`config.mk`:
```
export PLATFORM = sky130hd
export DESIGN_NAME = tt_um_serial_adder
export DESIGN_NICKNAME = d
export VERILOG_FILES = /design/src/rtl/serial_adder_pkg.sv /design/src/rtl/tt_um_serial_adder_fa_cell.sv /design/src/rtl/tt_um_serial_adder.sv
export SDC_FILE = /design/constraint.sdc
export NUM_CORES = 1
export LEC_CHECK = 0
export BUFFER_PORTS_ARGS = -buffer_cell sky130_fd_sc_hd__buf_2
export CORE_UTILIZATION = 53
export DETAILED_ROUTE_END_ITERATION = 8
export PLACE_DENSITY_LB_ADDON = 0.3
export SETUP_SLACK_MARGIN = 0.15
export SYNTH_ARGS = -nofsm -noshare
export SYNTH_HDL_FRONTEND = slang
export SYNTH_SLANG_ARGS = --single-unit
```
`constraint.sdc`:
```
create_clock -name clk -period 1.7 [get_ports clk]
set_input_delay 0.255 -clock clk [delete_from_list [all_inputs] [get_ports clk]]
set_output_delay 0.255 -clock clk [all_outputs]
set_load 0.05 [all_outputs]
```
`src/rtl/serial_adder_pkg.sv`:
```
// Shared encodings for the bit-serial adder tile: FSM states, uio pin indices, output-enable mask.
// Pure declarations, no timing or flow control of its own.
package serial_adder_pkg;

    typedef enum logic [1:0] {
        S_IDLE  = 2'd0,
        S_SHIFT = 2'd1,
        S_DONE  = 2'd2
    } state_t;

    localparam int LOAD_A = 0;
    localparam int LOAD_B = 1;
    localparam int START  = 2;
    localparam int BUSY   = 4;
    localparam int DONE   = 5;
    localparam int CARRY  = 6;
    localparam int SUM    = 7;

    localparam logic [7:0] UIO_OE_VAL = 8'hF0;

endpackage

```
`src/rtl/tt_um_serial_adder_fa_cell.sv`:
```
// One-bit full adder, purely combinational (zero latency).
// No flow control; the caller decides when its outputs are consumed.
module fa_cell (
    input  logic a,
    input  logic b,
    input  logic cin,
    output logic s,
    output logic cout
);

    assign s    = a ^ b ^ cin;
    assign cout = (a & b) | (a & cin) | (b & cin);

endmodule

```
`src/rtl/tt_um_serial_adder.sv`:
```
// Bit-serial WIDTH-bit adder tile: one bit per enabled clock, LSB first, done WIDTH edges after start.
// ena low freezes all state; loads and start are ignored while a run is shifting.
module tt_um_serial_adder
    import serial_adder_pkg::*;
#(
    parameter int WIDTH = 8
) (
    input  logic       clk,
    input  logic       rst_n,
    input  logic       ena,
    input  logic [7:0] ui_in,
    input  logic [7:0] uio_in,
    output logic [7:0] uo_out,
    output logic [7:0] uio_out,
    output logic [7:0] uio_oe
);

    localparam int CW = $clog2(WIDTH + 1);

    state_t           state_q;
    logic [WIDTH-1:0] op_a_q;
    logic [WIDTH-1:0] op_b_q;
    logic [WIDTH-1:0] sh_a_q;
    logic [WIDTH-1:0] sh_b_q;
    logic [WIDTH-1:0] result_q;
    logic             carry_q;
    logic [CW-1:0]    count_q;
    logic [CW-1:0]    count_d;
    logic             fa_s;
    logic             fa_cout;
    logic             sum_bit;
    logic             unused_ok;

    fa_cell u_fa (
        .a    (sh_a_q[0]),
        .b    (sh_b_q[0]),
        .cin  (carry_q),
        .s    (fa_s),
        .cout (fa_cout)
    );

    assign count_d = count_q + CW'(1);

    always_ff @(posedge clk) begin
        if (!rst_n) begin
            state_q  <= S_IDLE;
            op_a_q   <= '0;
            op_b_q   <= '0;
            sh_a_q   <= '0;
            sh_b_q   <= '0;
            result_q <= '0;
            carry_q  <= 1'b0;
            count_q  <= '0;
        end else if (ena) begin
            case (state_q)
                S_IDLE, S_DONE: begin
                    if (uio_in[LOAD_A]) op_a_q <= ui_in[WIDTH-1:0];
                    if (uio_in[LOAD_B]) op_b_q <= ui_in[WIDTH-1:0];
                    // Start snapshots the operands held before this edge; a same-edge load waits for the next run.
                    if (uio_in[START]) begin
                        sh_a_q   <= op_a_q;
                        sh_b_q   <= op_b_q;
                        carry_q  <= 1'b0;
                        count_q  <= '0;
                        result_q <= '0;
                        state_q  <= S_SHIFT;
                    end
                end
                S_SHIFT: begin
                    carry_q  <= fa_cout;
                    sh_a_q   <= sh_a_q >> 1;
                    sh_b_q   <= sh_b_q >> 1;
                    result_q <= {fa_s, result_q[WIDTH-1:1]};
                    count_q  <= count_d;
                    if (count_d == CW'(WIDTH)) state_q <= S_DONE;
                end
                default: state_q <= S_IDLE;
            endcase
        end
    end

    assign sum_bit = (state_q == S_SHIFT) & fa_s;

    always_comb begin
        uo_out               = '0;
        uo_out[WIDTH-1:0]    = result_q;
        uio_out              = '0;
        uio_out[BUSY]        = (state_q == S_SHIFT);
        uio_out[DONE]        = (state_q == S_DONE);
        uio_out[CARRY]       = carry_q;
        uio_out[SUM]         = sum_bit;
    end

    assign uio_oe = UIO_OE_VAL;

    assign unused_ok = &{1'b0, ui_in, uio_in};

endmodule

```
==> results.yml, run 1 <==
synthesis:
  yosysTopAreaCellShare: 0.457
  synth_top_cell_by_area: "dfxtp_1"
  synth.distinct_cells: 33
  synth_edf_count: 0
  avgSynthCellArea_um2: 8.33
  synth_area_leaders: "dfxtp_1 (46%), nand2_1 (9.1%), a311oi_1 (6.0%)"
  ys_ff_latch: 47
  async_flop_share: 0
  yosys_warnings: 0
  syn_inst: 247
  synth_area_mm2: 0.00206
  synth_flop_cell: "dfxtp_1"
  ys_seq_area_frac: 0.457
global_routing:
  grt_antenna_before_repair: 0
  grt_pass1_vias: 1453
  overflow: 0
  grt_max_degree: 48
  grt_first_pass_wirelength_um: 6870
  grt.total_usage: 0.216
die:
  chipWidth_um: 64.3
  die_h_um: 64.3
  row_count: 22
  start_util: 0.558
  core_area_mm2: 0.00369
  fp.dieArea_mm2: 0.00414
  io_pins: 43
status:
  status: "complete, but fails checks"
  violations: "negative setup slack"
timing:
  maxSlewViolCount: 0
  max_freq_mhz: 579
  hold_viol_final: 0
  fin_crit_sh: 1.02
  fin_ws_ns: -0.0275
  whs_ns: 0.198
  final-setup-viol-count: 1
  finalCriticalPeriod_ns: 1.73
  clock_skew_ns: 0.00399
  rsz0062_at_grt: "true"
critical_path:
  worst_path_max_delay_cell: "fa_1"
  path_delay_family: "adder cells"
  r2r-start: "carry_q"
  reg2reg_depth: 7
  critPathMaxFanout: 2
  path_buf_inv: 1
  critical_path_required_ns: 1.44
  worstPathArrival_ns: 1.47
  slowest_delay_ns: 0.56
  cp-start-kind: "flop"
  crit_start: "carry_q"
  cp_cell_sequence: "fa_1, and2_4, buf_8"
  worst_setup_path_end_kind: "output pin"
  worstSetupPathType: "reg -> out"
  path_depth: 3
cts:
  cts-root-buf: "clkbuf_8"
  cts_buffer_depth: 2
  cts_sinks: 47
  clk_pin_slew_ns: 0.08
  ctsHoldBuffers: 0
  numCtsBuffers: 5
  clk_latency_ns: 0.30
  htreeDepth: 2
  cts_tree: "built"
pwr:
  finalPower_w: 0.00248
  vdd_ir_drop_max_v: 0.000689
  power.density_mw_per_mm2: 1070
  leakage_nw: 0.900
worst_hold_path:
  min_path_cells: 3
  hold_path_class: "in -> reg"
  holdCritStartpoint: "rst_n"
layout:
  drive_above_1_share: 0.207
  fillCellCount: 353
  nNetsFinal: 290
  stdcell_count: 318
  antennaDiodeCount: 0
  layout_common_cells: "nand2_1 (50), dfxtp_1 (43), nor2_1 (29), buf_2 (23), a21oi_1 (19)"
  area_growth_pct: 13.1
  layout_commonest_cell: "nand2_1"
detailed_routing:
  antenna_left: 0
  drt_iter0_drc: 80
  drc: 0
  avgRoutedWirePerCell_um: 12.7
  routed_wl_um: 4030
  vias: 1719
  viasPerCell: 5.41
  first_pass_iters: 4
place:
  portBuffers: 25
  place_congestion: 0.785
  hpwl_um: 2670
  dp.cells: 307
flow_run:
  drv_cap: 0
==> Yosys cell counts, types with 2 or more instances <==
master     n
nand2_1   50
dfxtp_1   47
nor2_1    29
a21oi_1   19
nand3_1   17
buf_4     15
a311oi_1  14
a22oi_1   12
clkbuf_1   6
buf_2      5
buf_6      4
o21ai_0    3
and2_1     2
and2b_1    2
conb_1     2
inv_1      2
nor2b_1    2
==> layer usage <==
| layer | GRT usage | routed length [µm] | vias to the layer above |
|---|---|---|---|
| met2 | 0.336 | 1960 | 43 |
| met1 | 0.294 | 1870 | 808 |
| met4 | 0.0667 | 20 | 0 |
| li1 | - | - | 866 |
| met5 | 0 | 0 | - |
| met3 | 0.0536 | 175 | 2 |
==> final timing paths <==
path	end	slack, ns
hold reg to reg	op_a_q[4]	0.46
setup reg to reg	uo_out[7]	0.17
setup / recovery	uio_out[7]	-0.03
hold / removal	state_q[0]	0.20
==> state kept, by name, indices dropped and copies added (netlist names) <==
name     count
op_a_q       8
op_b_q       8
sh_a_q       8
sh_b_q       8
uo_out       8
count_q      4
state_q      2
carry_q      1
==> final cells by class <==
class	count	area, µm²	share of cell area
timing repair buffer	36	244	0.105
tap	48	60.1	0.0258
clock inverter	2	35.0	0.0151
clock buffer	6	82.6	0.0355
multi-input combinational	176	941	0.404
inverter	3	18.8	0.00806
sequential	47	946	0.406
==> per-stage QoR <==
stage / setup WS [ns] / setup TNS [ns] / utilization / instance area [µm²]
2_1_floorplan: 0.223 / 0 / - / 2100
4_1_cts: -0.0262 / -0.0262 / 0.627 / 2310
5_1_grt: -0.0773 / -0.0773 / 0.631 / 2330
3_5_place_dp: 0.165 / 0 / 0.581 / 2140
3_3_place_gp: 0.175 / 0 / 0.581 / 2140
6_report: -0.0275 / -0.0275 / 0.631 / 2330
==> power by group <==
group	switching, W	internal, W	leakage [nW]
Sequential	0.0000431	0.00116	0.385
Combinational	0.000286	0.000150	0.454
Clock	0.000361	0.000476	0.0612
Total	0.000690	0.00179	0.900
==> timing repair <==
action	in CTS	in global routing
setup buffers	2	1
pin swaps	1	2
setup endpoints to repair	4	3
hold endpoints to repair	0	0
gates resized for setup	12	4
==> worst min-delay path: cells and delay by family <==
| kind | cells | cell delay [ns] |
|---|---|---|
| compound gates | 2 | 0.13 |
| buf+inv | 1 | 0.08 |
==> logic make-up (layout without fill, tap and decap cells) <==
group | after synthesis | after routing | synth area share
DFF | 47 | 47 | 0.457
AOI/OAI and AO/OA | 54 | 54 | 0.189
and+or+nand+nor | 107 | 107 | 0.219
adders and majority gates | 2 | 2 | 0.0158
buffers and inverters | 34 | 47 | 0.111
xor gates and xnor gates | 1 | 1 | 0.00426
other | 2 | 12 | 0.00365
(Power assumes the default switching activity.)
==> run 2: changes to the inputs <==
- ABC_AREA: unset -> 1
- CORE_UTILIZATION: 53 -> 54
==> run 2 against run 1 <==
Net effect:
- the flow still finishes with violations (negative setup slack)
- power increased by 0.49%
- combinational power decreased by 19%
- global-route usage decreased by 0.18 points
- die area increased by 0.17%
- routed wire length decreased by 2.6%
- first-iteration DRC count increased by 21%
- register-to-register slack got worse by 0.16 ns
- critical endpoint unchanged
==> results.yml, run 2 <==
detailed_routing:
  avgRoutedWirePerCell_um: 11.0
  first_pass_iters: 4
  antenna_left: 0
  drt_iter0_drc: 97
  viasPerCell: 4.82
  routed_wl_um: 3930
  vias: 1724
  drc: 0
global_routing:
  overflow: 0
  grt_max_degree: 29
  grt_pass1_vias: 1548
  grt_first_pass_wirelength_um: 6800
  grt.total_usage: 0.214
  grt_antenna_before_repair: 0
synthesis:
  synth_top_family_by_area: "simple AND/OR/NAND/NOR gates"
  yosys-top-cells-count: "nand2_1 (54), dfxtp_1 (47), nor2_1 (35)"
  ys_ff_latch: 47
  synth_area_leaders: "dfxtp_1 (45%), nand2_1 (9.6%), a21oi_1 (7.1%)"
  synth_fa_ha_area_frac: 0.0155
  syn_inst: 278
  ys_seq_area_frac: 0.448
  yosysMostFrequentCell: "nand2_1"
  yosys_warnings: 0
  synthXorXnorAreaFrac: 0
  synthMuxAreaShare: 0
  yosysTopAreaCellShare: 0.448
  synth_flop_cell: "dfxtp_1"
  synth.distinct_cells: 24
  synth-compound-area-share: 0.192
  synth_area_mm2: 0.00210
  avgSynthCellArea_um2: 7.56
  async_flop_share: 0
  synth_edf_count: 0
  synth_top_cell_by_area: "dfxtp_1"
  synth-simple-area-share: 0.203
pwr:
  p_comb_frac: 0.141
  leakage_nw: 1.05
  p_int_w: 0.00186
  vdd_ir_drop_max_v: 0.000618
  clockPowerShare: 0.383
  power.share.switching: 0.254
  power.density_mw_per_mm2: 1020
  p_switching_w: 0.000633
  seqPwrFrac: 0.476
layout:
  multi_input_area_um2: 922
  layout_commonest_cell: "nand2_1"
  drive_above_1_share: 0.216
  nNetsFinal: 330
  layout_common_cells: "nand2_1 (52), dfxtp_1 (44), nor2_1 (34), a21oi_1 (29), o21ai_0 (24)"
  fin_area_mm2: 0.00244
  stdcell_count: 358
  fillCellCount: 337
  area_growth_pct: 16.3
  seqCellArea_um2: 945
  antennaDiodeCount: 0
timing:
  maxSlewViolCount: 0
  max_freq_mhz: 570
  final-setup-viol-count: 1
  tns_ns: -0.0543
  finalCriticalPeriod_ns: 1.75
  fin_crit_sh: 1.03
  clock_skew_ns: 0.00631
  hold_viol_final: 0
  rsz0062_at_grt: "true"
  fin_ws_ns: -0.0543
critical_path:
  reg2reg_slack_ns: 0.01
  worstPathArrival_ns: 1.50
  worstSetupPathType: "reg -> out"
  critical_path_required_ns: 1.44
  worst_setup_path_end_kind: "output pin"
  cp-start-kind: "flop"
  critPathMaxFanout: 2
cts:
  cts_buffer_depth: 2
  cts_sinks: 47
  numCtsBuffers: 5
  htreeDepth: 2
  clk_pin_slew_ns: 0.08
  cts_tree: "built"
  cts-root-buf: "clkbuf_8"
  clk_latency_ns: 0.30
place:
  portBuffers: 25
  dp.cells: 340
  pre_cts_ws_ns: 0.123
  hpwl_um: 2680
  placed_cell_area_mm2: 0.00218
  place_congestion: 0.760
die:
  core_area_mm2: 0.00369
  fp.dieArea_mm2: 0.00414
  die_h_um: 64.4
  row_count: 22
  io_pins: 43
  chipWidth_um: 64.4
  start_util: 0.570
worst_hold_path:
  hold_path_class: "in -> reg"
status:
  violations: "negative setup slack"
  status: "complete, but fails checks"
flow_run:
  drv_cap: 0
run 2: path summary, 6_finish.rpt:
kind                            cells after the start       from         end
worst max register to register                     10    carry_q   uo_out[7]
worst min register to register                      2  sh_a_q[3]   sh_a_q[3]
worst max-delay path                                4    carry_q  uio_out[7]
worst min-delay path                                3   ui_in[6]   op_a_q[6]
run 2: area by class of cell:
| type | count | area share |
|---|---|---|
| Clock buffer | 6 | 0.0297 |
| Clock inverter | 2 | 0.0246 |
| Inverter | 25 | 0.0384 |
| Multi-Input combinational cell | 190 | 0.377 |
| Sequential cell | 47 | 0.387 |
| Tap cell | 48 | 0.0246 |
| Timing Repair Buffer | 40 | 0.119 |
run 2: critical path, stage by stage (launching register included):
cell	delay, ns
dfxtp_2	0.34
fa_1	0.55
inv_2	0.05
nor2_4	0.10
buf_8	0.15
run 2: power groups by stage:
stage / Sequential (W) / Combinational [W] / Clock (W)
after floorplan: 0.00120 / 0.000297 / 0
after global placement: 0.00121 / 0.000318 / 0
after detailed placement: 0.00121 / 0.000323 / 0
after CTS: 0.00119 / 0.000333 / 0.000963
after global routing: 0.00120 / 0.000393 / 0.00101
final: 0.00119 / 0.000351 / 0.000954
run 2: what timing repair did:
item                                    in CTS  in global routing
setup buffers                                6                  4
hold buffers                                 0                  0
endpoints found under the setup margin       2                 16
gates resized for setup                     12                  5
pin swaps                                    2                  1
run 2: cells by family after synthesis:
kind of cell | count (synthesis)
AOI/OAI and AO/OA | 74
adders and majority gates | 2
buffers and inverters | 51
DFF | 47
other | 2
and+or+nand+nor | 102
run 2: through the flow:
stage	utilization	total power, W	hold WS [ns]
finish	0.662	0.00249	0.217
global route	0.662	0.00259	0.227
CTS	0.648	0.00248	0.211
detailed placement	0.590	0.00154	0.440
global placement	0.590	0.00153	0.439
floorplan	-	0.00150	0.422
run 2: metal layers:
layer,share of wire,GRT usage
met5,0,0
met3,0.040,0.0589
met2,0.46,0.353
met4,0.015,0.0833
met1,0.49,0.264
